==> config.mk <==
export PLATFORM = sky130hd
export DESIGN_NAME = ladybug_rom_loader
export DESIGN_NICKNAME = d
export VERILOG_FILES = /design/src/rtl/ladybug_rom_loader.sv
export SDC_FILE = /design/constraint.sdc
export NUM_CORES = 1
export LEC_CHECK = 0
export ABC_AREA = 1
export CAP_MARGIN = 30
export CORE_UTILIZATION = 64
export DETAILED_ROUTE_END_ITERATION = 10
export DONT_BUFFER_PORTS = 1
export GPL_TIMING_DRIVEN = 0
export HOLD_SLACK_MARGIN = 0.03
export PLACE_DENSITY_LB_ADDON = 0.2
export SYNTH_ARGS = -nofsm -noshare
export SYNTH_HDL_FRONTEND = slang
export SYNTH_SLANG_ARGS = --single-unit
export TNS_END_PERCENT = 30
==> constraint.sdc <==
create_clock -name clk_sys -period 3.8 [get_ports clk_sys]
set_input_delay 0.76 -clock clk_sys [delete_from_list [all_inputs] [get_ports clk_sys]]
set_output_delay 0.76 -clock clk_sys [all_outputs]
set_load 0.005 [all_outputs]
==> src/rtl/ladybug_rom_loader.sv <==
`timescale 1ns/1ps
// ladybug_rom_loader
//
// Purpose:
//   Sits between the HPS ioctl download stream and the ladybug core's ROM and
//   PROM memories. The flat MRA stream (index 0) is split into four regions:
//   CPU program, character, sprite and colour/lookup PROM. Each accepted byte
//   produces a one-cycle write strobe with a one-hot region select and a
//   region-local address.
//   The block also captures the game-select byte (index 1) and DIP bank 0
//   (index 254). It keeps a running 16-bit checksum and holds the core in
//   reset until a complete, gap-free ROM set has been loaded.
//
// Ports:
//   clk_sys         system clock (20 MHz)
//   reset_n         asynchronous active-low reset
//   ioctl_download  download in progress
//   ioctl_index     download stream index
//   ioctl_wr        byte-valid strobe, one cycle
//   ioctl_addr      byte address within the stream (25 bits)
//   ioctl_dout      byte data
//   rom_we          region write strobe, one cycle
//   rom_sel         one-hot region select, valid with rom_we
//   rom_addr        region-local address
//   rom_data        write data
//   rom_sum         mod-2^16 sum of all accepted ROM bytes
//   loaded          complete ROM set present
//   load_err        last ROM download failed
//   core_hold       reset request to the core, active high
//   mod             game index byte
//   dip0            DIP bank 0, active-low as delivered

module ladybug_rom_loader #(
    parameter logic [15:0] R0_END = 16'h6000,
    parameter logic [15:0] R1_END = 16'h8000,
    parameter logic [15:0] R2_END = 16'hA000,
    parameter logic [15:0] R3_END = 16'hA060
) (
    input  logic        clk_sys,
    input  logic        reset_n,
    input  logic        ioctl_download,
    input  logic [7:0]  ioctl_index,
    input  logic        ioctl_wr,
    input  logic [24:0] ioctl_addr,
    input  logic [7:0]  ioctl_dout,
    output logic        rom_we,
    output logic [3:0]  rom_sel,
    output logic [15:0] rom_addr,
    output logic [7:0]  rom_data,
    output logic [15:0] rom_sum,
    output logic        loaded,
    output logic        load_err,
    output logic        core_hold,
    output logic [7:0]  mod,
    output logic [7:0]  dip0
);

    typedef enum logic [1:0] {
        S_IDLE,
        S_LOADING,
        S_DONE,
        S_ERROR
    } state_t;

    state_t      state;
    state_t      state_nxt;

    logic        dl_prev;
    logic [7:0]  idx_lat;
    logic [16:0] cnt;
    logic        gap;
    logic        ovf;

    logic        dl_rise;
    logic        dl_fall;
    logic        enter;
    logic [7:0]  idx_eff;
    logic        load_wr;
    logic        in_range;

    logic [16:0] cnt_nxt;
    logic [15:0] sum_nxt;
    logic        gap_nxt;
    logic        ovf_nxt;
    logic [3:0]  sel_dec;
    logic [15:0] base_dec;

    // Edges of ioctl_download are found against the registered copy.
    // dl_prev resets high, so a download that is already running when reset
    // is released is not seen as a new rising edge. An interrupted load is
    // therefore never resumed.
    assign dl_rise = ioctl_download & ~dl_prev;
    assign dl_fall = ~ioctl_download & dl_prev;

    // The stream index only counts at the rising edge. Later changes while
    // the download stays high are ignored.
    assign idx_eff = dl_rise ? ioctl_index : idx_lat;
    assign enter   = dl_rise && (ioctl_index == 8'd0);

    assign load_wr  = ioctl_download && ioctl_wr && (idx_eff == 8'd0) &&
                      (enter || (state == S_LOADING));
    assign in_range = (ioctl_addr[24:16] == 9'd0) && (ioctl_addr[15:0] < R3_END);

    // Region decode: select one-hot and the region base to subtract.
    always_comb begin
        sel_dec  = 4'b0000;
        base_dec = 16'h0000;
        if (ioctl_addr[15:0] < R0_END) begin
            sel_dec  = 4'b0001;
            base_dec = 16'h0000;
        end else if (ioctl_addr[15:0] < R1_END) begin
            sel_dec  = 4'b0010;
            base_dec = R0_END;
        end else if (ioctl_addr[15:0] < R2_END) begin
            sel_dec  = 4'b0100;
            base_dec = R1_END;
        end else if (ioctl_addr[15:0] < R3_END) begin
            sel_dec  = 4'b1000;
            base_dec = R2_END;
        end
    end

    // Load bookkeeping. On entry to LOADING the counters restart from zero
    // before the strobe of the same cycle is applied. The completion check
    // below therefore always sees the fully updated values.
    always_comb begin
        cnt_nxt = enter ? 17'd0 : cnt;
        sum_nxt = enter ? 16'd0 : rom_sum;
        gap_nxt = enter ? 1'b0  : gap;
        ovf_nxt = enter ? 1'b0  : ovf;
        if (load_wr) begin
            if (ioctl_addr != {8'd0, cnt_nxt}) begin
                gap_nxt = 1'b1;
            end
            if (in_range) begin
                cnt_nxt = cnt_nxt + 17'd1;
                sum_nxt = sum_nxt + {8'd0, ioctl_dout};
            end else begin
                ovf_nxt = 1'b1;
            end
        end
    end

    // Next-state logic and state-derived status outputs.
    always_comb begin
        state_nxt = state;
        loaded    = 1'b0;
        load_err  = 1'b0;
        core_hold = 1'b1;
        case (state)
            S_LOADING: begin
                if (dl_fall) begin
                    if ((cnt_nxt == {1'b0, R3_END}) && !gap_nxt && !ovf_nxt) begin
                        state_nxt = S_DONE;
                    end else begin
                        state_nxt = S_ERROR;
                    end
                end
            end
            S_DONE: begin
                loaded    = 1'b1;
                core_hold = 1'b0;
                if (enter) begin
                    state_nxt = S_LOADING;
                end
            end
            S_ERROR: begin
                load_err = 1'b1;
                if (enter) begin
                    state_nxt = S_LOADING;
                end
            end
            default: begin
                if (enter) begin
                    state_nxt = S_LOADING;
                end
            end
        endcase
    end

    always_ff @(posedge clk_sys or negedge reset_n) begin
        if (!reset_n) begin
            state <= S_IDLE;
        end else begin
            state <= state_nxt;
        end
    end

    // Datapath registers. The write port fields hold their last value between
    // strobes. Only rom_we marks a new write.
    always_ff @(posedge clk_sys or negedge reset_n) begin
        if (!reset_n) begin
            dl_prev  <= 1'b1;
            idx_lat  <= 8'hFF;
            cnt      <= 17'd0;
            gap      <= 1'b0;
            ovf      <= 1'b0;
            rom_we   <= 1'b0;
            rom_sel  <= 4'b0000;
            rom_addr <= 16'h0000;
            rom_data <= 8'h00;
            rom_sum  <= 16'h0000;
            mod      <= 8'h00;
            dip0     <= 8'hFF;
        end else begin
            dl_prev <= ioctl_download;
            if (dl_rise) begin
                idx_lat <= ioctl_index;
            end
            cnt     <= cnt_nxt;
            gap     <= gap_nxt;
            ovf     <= ovf_nxt;
            rom_sum <= sum_nxt;
            rom_we  <= load_wr && in_range;
            if (load_wr && in_range) begin
                rom_sel  <= sel_dec;
                rom_addr <= ioctl_addr[15:0] - base_dec;
                rom_data <= ioctl_dout;
            end
            if (ioctl_download && ioctl_wr && (ioctl_addr == 25'd0)) begin
                if (idx_eff == 8'd1) begin
                    mod <= ioctl_dout;
                end
                if (idx_eff == 8'd254) begin
                    dip0 <= ioctl_dout;
                end
            end
        end
    end

endmodule

== Yosys cells after proc, flatten, opt, wreduce, memory -nomap -nowiden ==
Cells that the tools add are included.
Word-level totals
  register bits: 91
  input bits: 45
  output and inout bits: 64
  word-level logic and storage cells: 80
Operators by class
  $add $sub $neg: 3
  magnitude comparators: 4
  equality and inequality tests: 8
  mux-type cells: 28
  bitwise gates (word level): 4
  reductions and logical operators: 20
Operator list (number)
  $mux 16: 7
  $mux 17: 3
  $lt 16x16->1 const B: 3
  $logic_not 25->1: 1
  $ne 25x17->1: 1
  $add 17x1->17 const B: 1
  $eq 17x16->1 const B: 1
  $add 16x8->16: 1
  $logic_not 8->1: 2
  $lt 16x15->1 const B: 1
  $mux 4: 4
  $sub 16x16->16: 1
  $mux 1: 10
  $logic_and 1x1->1: 9
  $logic_not 9->1: 1
  $eq 8x1->1 const B: 1
  $eq 8x8->1 const B: 1
  $mux 8: 1
  $mux 2: 3
  $reduce_and 2->1: 3
  $eq 2x2->1 const B: 2
  $and 1x1->1: 2
  $eq 2x1->1 const B: 1
  $logic_not 1->1: 2
  other kinds (4): 5

== Longest topological paths before layout ==
  word-level depth: 13
  gate-level depth with buffers: 23
  mapped depth without buffers: 22

== Worst setup path after synthesis ==
OpenSTA, ideal clock, no wires.
  kind: input to register
  start: in ioctl_download
  end: reg rom_sum[14]
  library setup time: 0.123 ns
  data arrival time: 3.304 ns
  data required time: 3.677 ns
  path slack: 0.372 ns
  stages: 19
  buffers on the path: 4
  cells stage by stage: buf_6 nand2_4 nor2_1 nand3_2 buf_4 buf_4 clkbuf_1 nand2_1 fa_1 nand3b_1 nand2_1 a31oi_1 nor2_1 o21ai_0 nand2_1 nand4_1 nor3_1 nand2_1 xor2_1
Between the ends
  word-level cells in the longest chain between the ends: 6
  elaborated cells on any way between the ends: 12
  those cells by class: add/sub: 1; mux: 4; bitwise: 1; reduce/logical: 6
RTL lines
  from (decl): line 41  | input logic ioctl_download,
  $and 1x1->1: line 92  | assign dl_rise = ioctl_download & ~dl_prev;
  $logic_and 1x1->1 or $mux 8 (tied branches)
  $mux 16 or $logic_not 8->1 (tied branches): line 128, 100
  $add 16x8->16 or $logic_and 1x1->1 (tied branches): line 137, 100
  $mux 16 or $logic_and 1x1->1 (tied branches): line 135, 100
  $mux 16 *: line 131  | if (load_wr) begin
  via sum_nxt[14]: line 82  | logic [15:0] sum_nxt;
  to (signal assigned): line 213  | rom_sum <= sum_nxt;
  to (decl): line 50  | output logic [15:0] rom_sum,
The timed path passes the listed nets; every way through them passes the cells marked *.
A chain may end at the register's enable or synchronous reset.

== Worst setup path in the final report ==
  start: reg dl_prev
  end: reg rom_sum[14]
Between the ends
  word-level cells in the longest chain between the ends: 7
  elaborated cells on any way between the ends: 12
  those cells by class: add/sub: 1; mux: 4; bitwise: 2; reduce/logical: 5
RTL lines
  from (decl): line 68  | logic dl_prev;
  from (signal assigned): line 206  | dl_prev <= ioctl_download;
  $not 1->1 *: line 92
  $and 1x1->1 *: line 92
  $logic_and 1x1->1 or $mux 8 (tied branches)
  $mux 16 or $logic_not 8->1 (tied branches): line 128, 100
  $add 16x8->16 or $logic_and 1x1->1 (tied branches): line 137, 100
  $mux 16 or $logic_and 1x1->1 (tied branches): line 135, 100
  $mux 16 *: line 131
  via sum_nxt[14]: line 82
Marked as above.

==> implementation parameters <==
Parameter                              Value

Run status
  Status    completed

Global routing
  Overall overflow remaining after global route    0
  Number of global-route vias before repair    4470
  Pin count of the biggest net entering global routing    92
  Initial antenna violation count    0
  Tot GR Track Use    0.324
  First-pass GRT wire length    21.2 mm

Clock network
  Clk Tree Root Cell    clkbuf_8
  Clock transition time at the flip-flop clock pins of the worst setup and hold paths    0.10 ns
  Insertion delay of the later-clocked pin in the worst-skew pair    0.36 ns
  Clock tree from TritonCTS    done
  Post-CTS setup buffer count    0
  Number of hold-repair buffers added at the cts stage    0
  Number of gates resized after CTS    0
  Total CTS buffers    9
  Max Buffers Root-to-Sink    2
  CTS sink cnt    91
  Clock H-tree levels    3

Routing
  Number of remaining DRC errors    0
  Detailed-route via count    4438
  Routed wire length per instance    16.5 µm
  Detailed Route WL    13.0 mm
  Detailed Routing Iterations Pass 1    5
  Iteration-0 DRC count of the detailed router    250
  Average via count per standard cell    5.62
  DRT antenna net count    0

Yosys
  Post-Syn Instances    672
  Net count after synthesis    729
  Ys Warns    0
  Post-synthesis area per instance    7.73 µm²
  Flip-flop and latch count after synthesis    91
  Post-synthesis sequential area ratio    0.442
  Post-synth design cell area    5200 µm²
  Cell variety after synth    40

Floorplan
  X dimension of the die    92.1 µm
  Die Outline Area    8480 µm²
  Initial core utilization    0.666
  Top Ports    109
  Floorplan Core Area    7810 µm²
  Std-Cell Rows    32
  Y dimension of the die    92.1 µm

Critical path
  Minimum setup slack among reg-to-reg paths    0.31 ns
  Critical path required time    4.05 ns
  Depth of the worst register-to-register path    20
  Worst setup path class    reg -> reg
  Destination of the worst register-to-register timing path    rom_sum[14]
  Setup crit end kind    register
  Worst r2r src    dl_prev
  Largest fanout on the critical path    10
  Arrival time of the worst setup path    3.74 ns
  Startpoint types    register

STA
  Shortest period the worst path allows    3.49 ns
  RSZ-0062 raised after global routing    no
  Setup TNS    0 ns
  Final Hold Vio Count    0
  Fmax achieved    0.287 GHz
  Final Setup Violations    0
  Worst Max-Slew Pin Slew    0.459 ns
  Post-Route Skew    0.0113 ns
  Max-slew violations    0
  Relative slew slack    0.694
  Worst Hold Margin    0.0865 ns
  Fraction of the cycle the final worst path needs    0.917
  Final critical-path setup slack    0.315 ns

Placed design
  Number of buffers inserted by port buffering    0
  Total half-perimeter wirelength after legalization and detailed placement    10.1 mm
  Placed Cells    774
  RePlAce Congestion    0.976
  Setup Slack @ Placement    -0.267 ns
  Instance area at placement    5320 µm²

Power and ir drop
  Maximum ir drop on the vdd rail    0.271 mV
  Power per standard cell area    320 nW/µm²
  Static leakage    0.00286 µW

Layout
  Post-route standard cell area excluding fillers    5500 µm²
  Syn-to-layout area delta    5.88%
  Total number of nets in the final design    739
  Antenna Diode Count    0
  Non-filler instance count after layout    789
  Share of cells above drive strength 1    0.119

Run
  Number of max-cap violations    0

Hold path
  Min-delay worst type    in -> async
flip-flops by register name, summed over array words and instances, names as in the netlist, 2 cells and up:
| signal | count |
|---|---|
| cnt | 17 |
| dip0 | 8 |
| idx_lat | 8 |
| mod | 8 |
| rom_addr | 16 |
| rom_data | 8 |
| rom_sel | 4 |
| rom_sum | 16 |
| state | 2 |
worst max path at each step:
stage / from / to / slack (ns)
floorplan: ioctl_download / rom_sum[14] / 0.37
global placement: ioctl_download / rom_sum[14] / -0.23
detailed placement: ioctl_download / rom_sum[14] / -0.27
CTS: dl_prev / rom_sum[14] / 0.32
global route: dl_prev / rom_sum[14] / 0.06
finish: dl_prev / rom_sum[14] / 0.31
worst max-delay path, cell delays in order (launching register included):
cell	delay (ns)
dfstp_2	0.55
inv_4	0.06
nand2_4	0.07
nor2_1	0.05
nand3_2	0.13
buf_2	0.23
inv_1	0.16
nor2_1	0.16
ha_1	0.18
inv_1	0.06
fa_1	0.40
nand3b_1	0.17
nand2_1	0.10
a31oi_1	0.13
nor2_1	0.10
o21ai_0	0.07
nand2_1	0.09
nand4_1	0.16
nor3_1	0.24
nand2_1	0.10
xor2_1	0.15
per-layer routing:
layer / part of all wire / up-vias / GRT usage
met1: 0.40 / 2048 / 0.399
met5: 0 / - / 0
met2: 0.47 / 205 / 0.532
met3: 0.095 / 43 / 0.0896
met4: 0.033 / 0 / 0.145
li1: - / 2142 / -
Yosys cell counts, drive strengths merged:
master | count | area share
clkbuf | 8 | 0.0058
nor4 | 4 | 0.0060
nand3 | 42 | 0.046
o21ai | 56 | 0.055
o211ai | 1 | 0.0014
nor2 | 76 | 0.070
o221ai | 1 | 0.0017
nand4 | 15 | 0.018
o22ai | 1 | 0.0012
xnor2 | 5 | 0.0084
nand2 | 225 | 0.18
or4 | 1 | 0.0014
nor3 | 6 | 0.0058
fa | 2 | 0.0077
nand3b | 4 | 0.0058
xor2 | 13 | 0.022
a21oi | 7 | 0.0067
buf | 9 | 0.015
a31oi | 1 | 0.0012
o31ai | 2 | 0.0029
o21bai | 2 | 0.0051
inv | 89 | 0.065
dfstp | 17 | 0.086
o21a | 1 | 0.0014
ha | 10 | 0.024
dfrtp | 74 | 0.36
power by group:
part	total, µW	leakage (µW)	switching (µW)	internal, µW
combinational	146	0.00159	94.0	52.2
clock	614	0.0000856	368	246
sequential	1000	0.00119	9.97	991
total	1760	0.00286	472	1290
logic make-up (layout without fill, tap and decap cells):
family	count (synthesis)	in the layout	synth area share
and+or+nand+nor	373	373	0.334
xor gates and xnor gates	18	18	0.0303
buffers and inverters	106	121	0.0855
adders and majority gates	12	12	0.0318
DFF	91	91	0.442
AOI/OAI and AO/OA	72	72	0.0763
layout make-up:
cell class / count / area, µm²
Clock buffer: 10 / 128
Multi-Input combinational cell: 475 / 2450
Sequential cell: 91 / 2300
Clock inverter: 6 / 53.8
Tap cell: 102 / 128
Inverter: 89 / 337
Buffer: 16 / 104
Fill cell: 647 / 2310
layout by cell type, fill, tap and decap left out, drive strengths merged:
cell,instances
o21bai,2
nor2,76
nor4,4
o221ai,1
clkbuf,17
or4,1
nand4,15
a31oi,1
nand3b,4
fa,2
o211ai,1
inv,90
buf,9
clkinvlp,2
o21ai,56
xnor2,5
xor2,13
dfstp,17
o31ai,2
clkinv,3
nand2,225
a21oi,7
nor3,6
o22ai,1
ha,10
dfrtp,74
nand3,42
o21a,1
metrics by stage:
step	util	power, µW
after detailed placement	0.682	1160
after global placement	0.682	1160
after global routing	0.705	1830
final	0.705	1760
after floorplan	-	1140
after CTS	0.705	1770
Power figures use the tool's default switching activity.
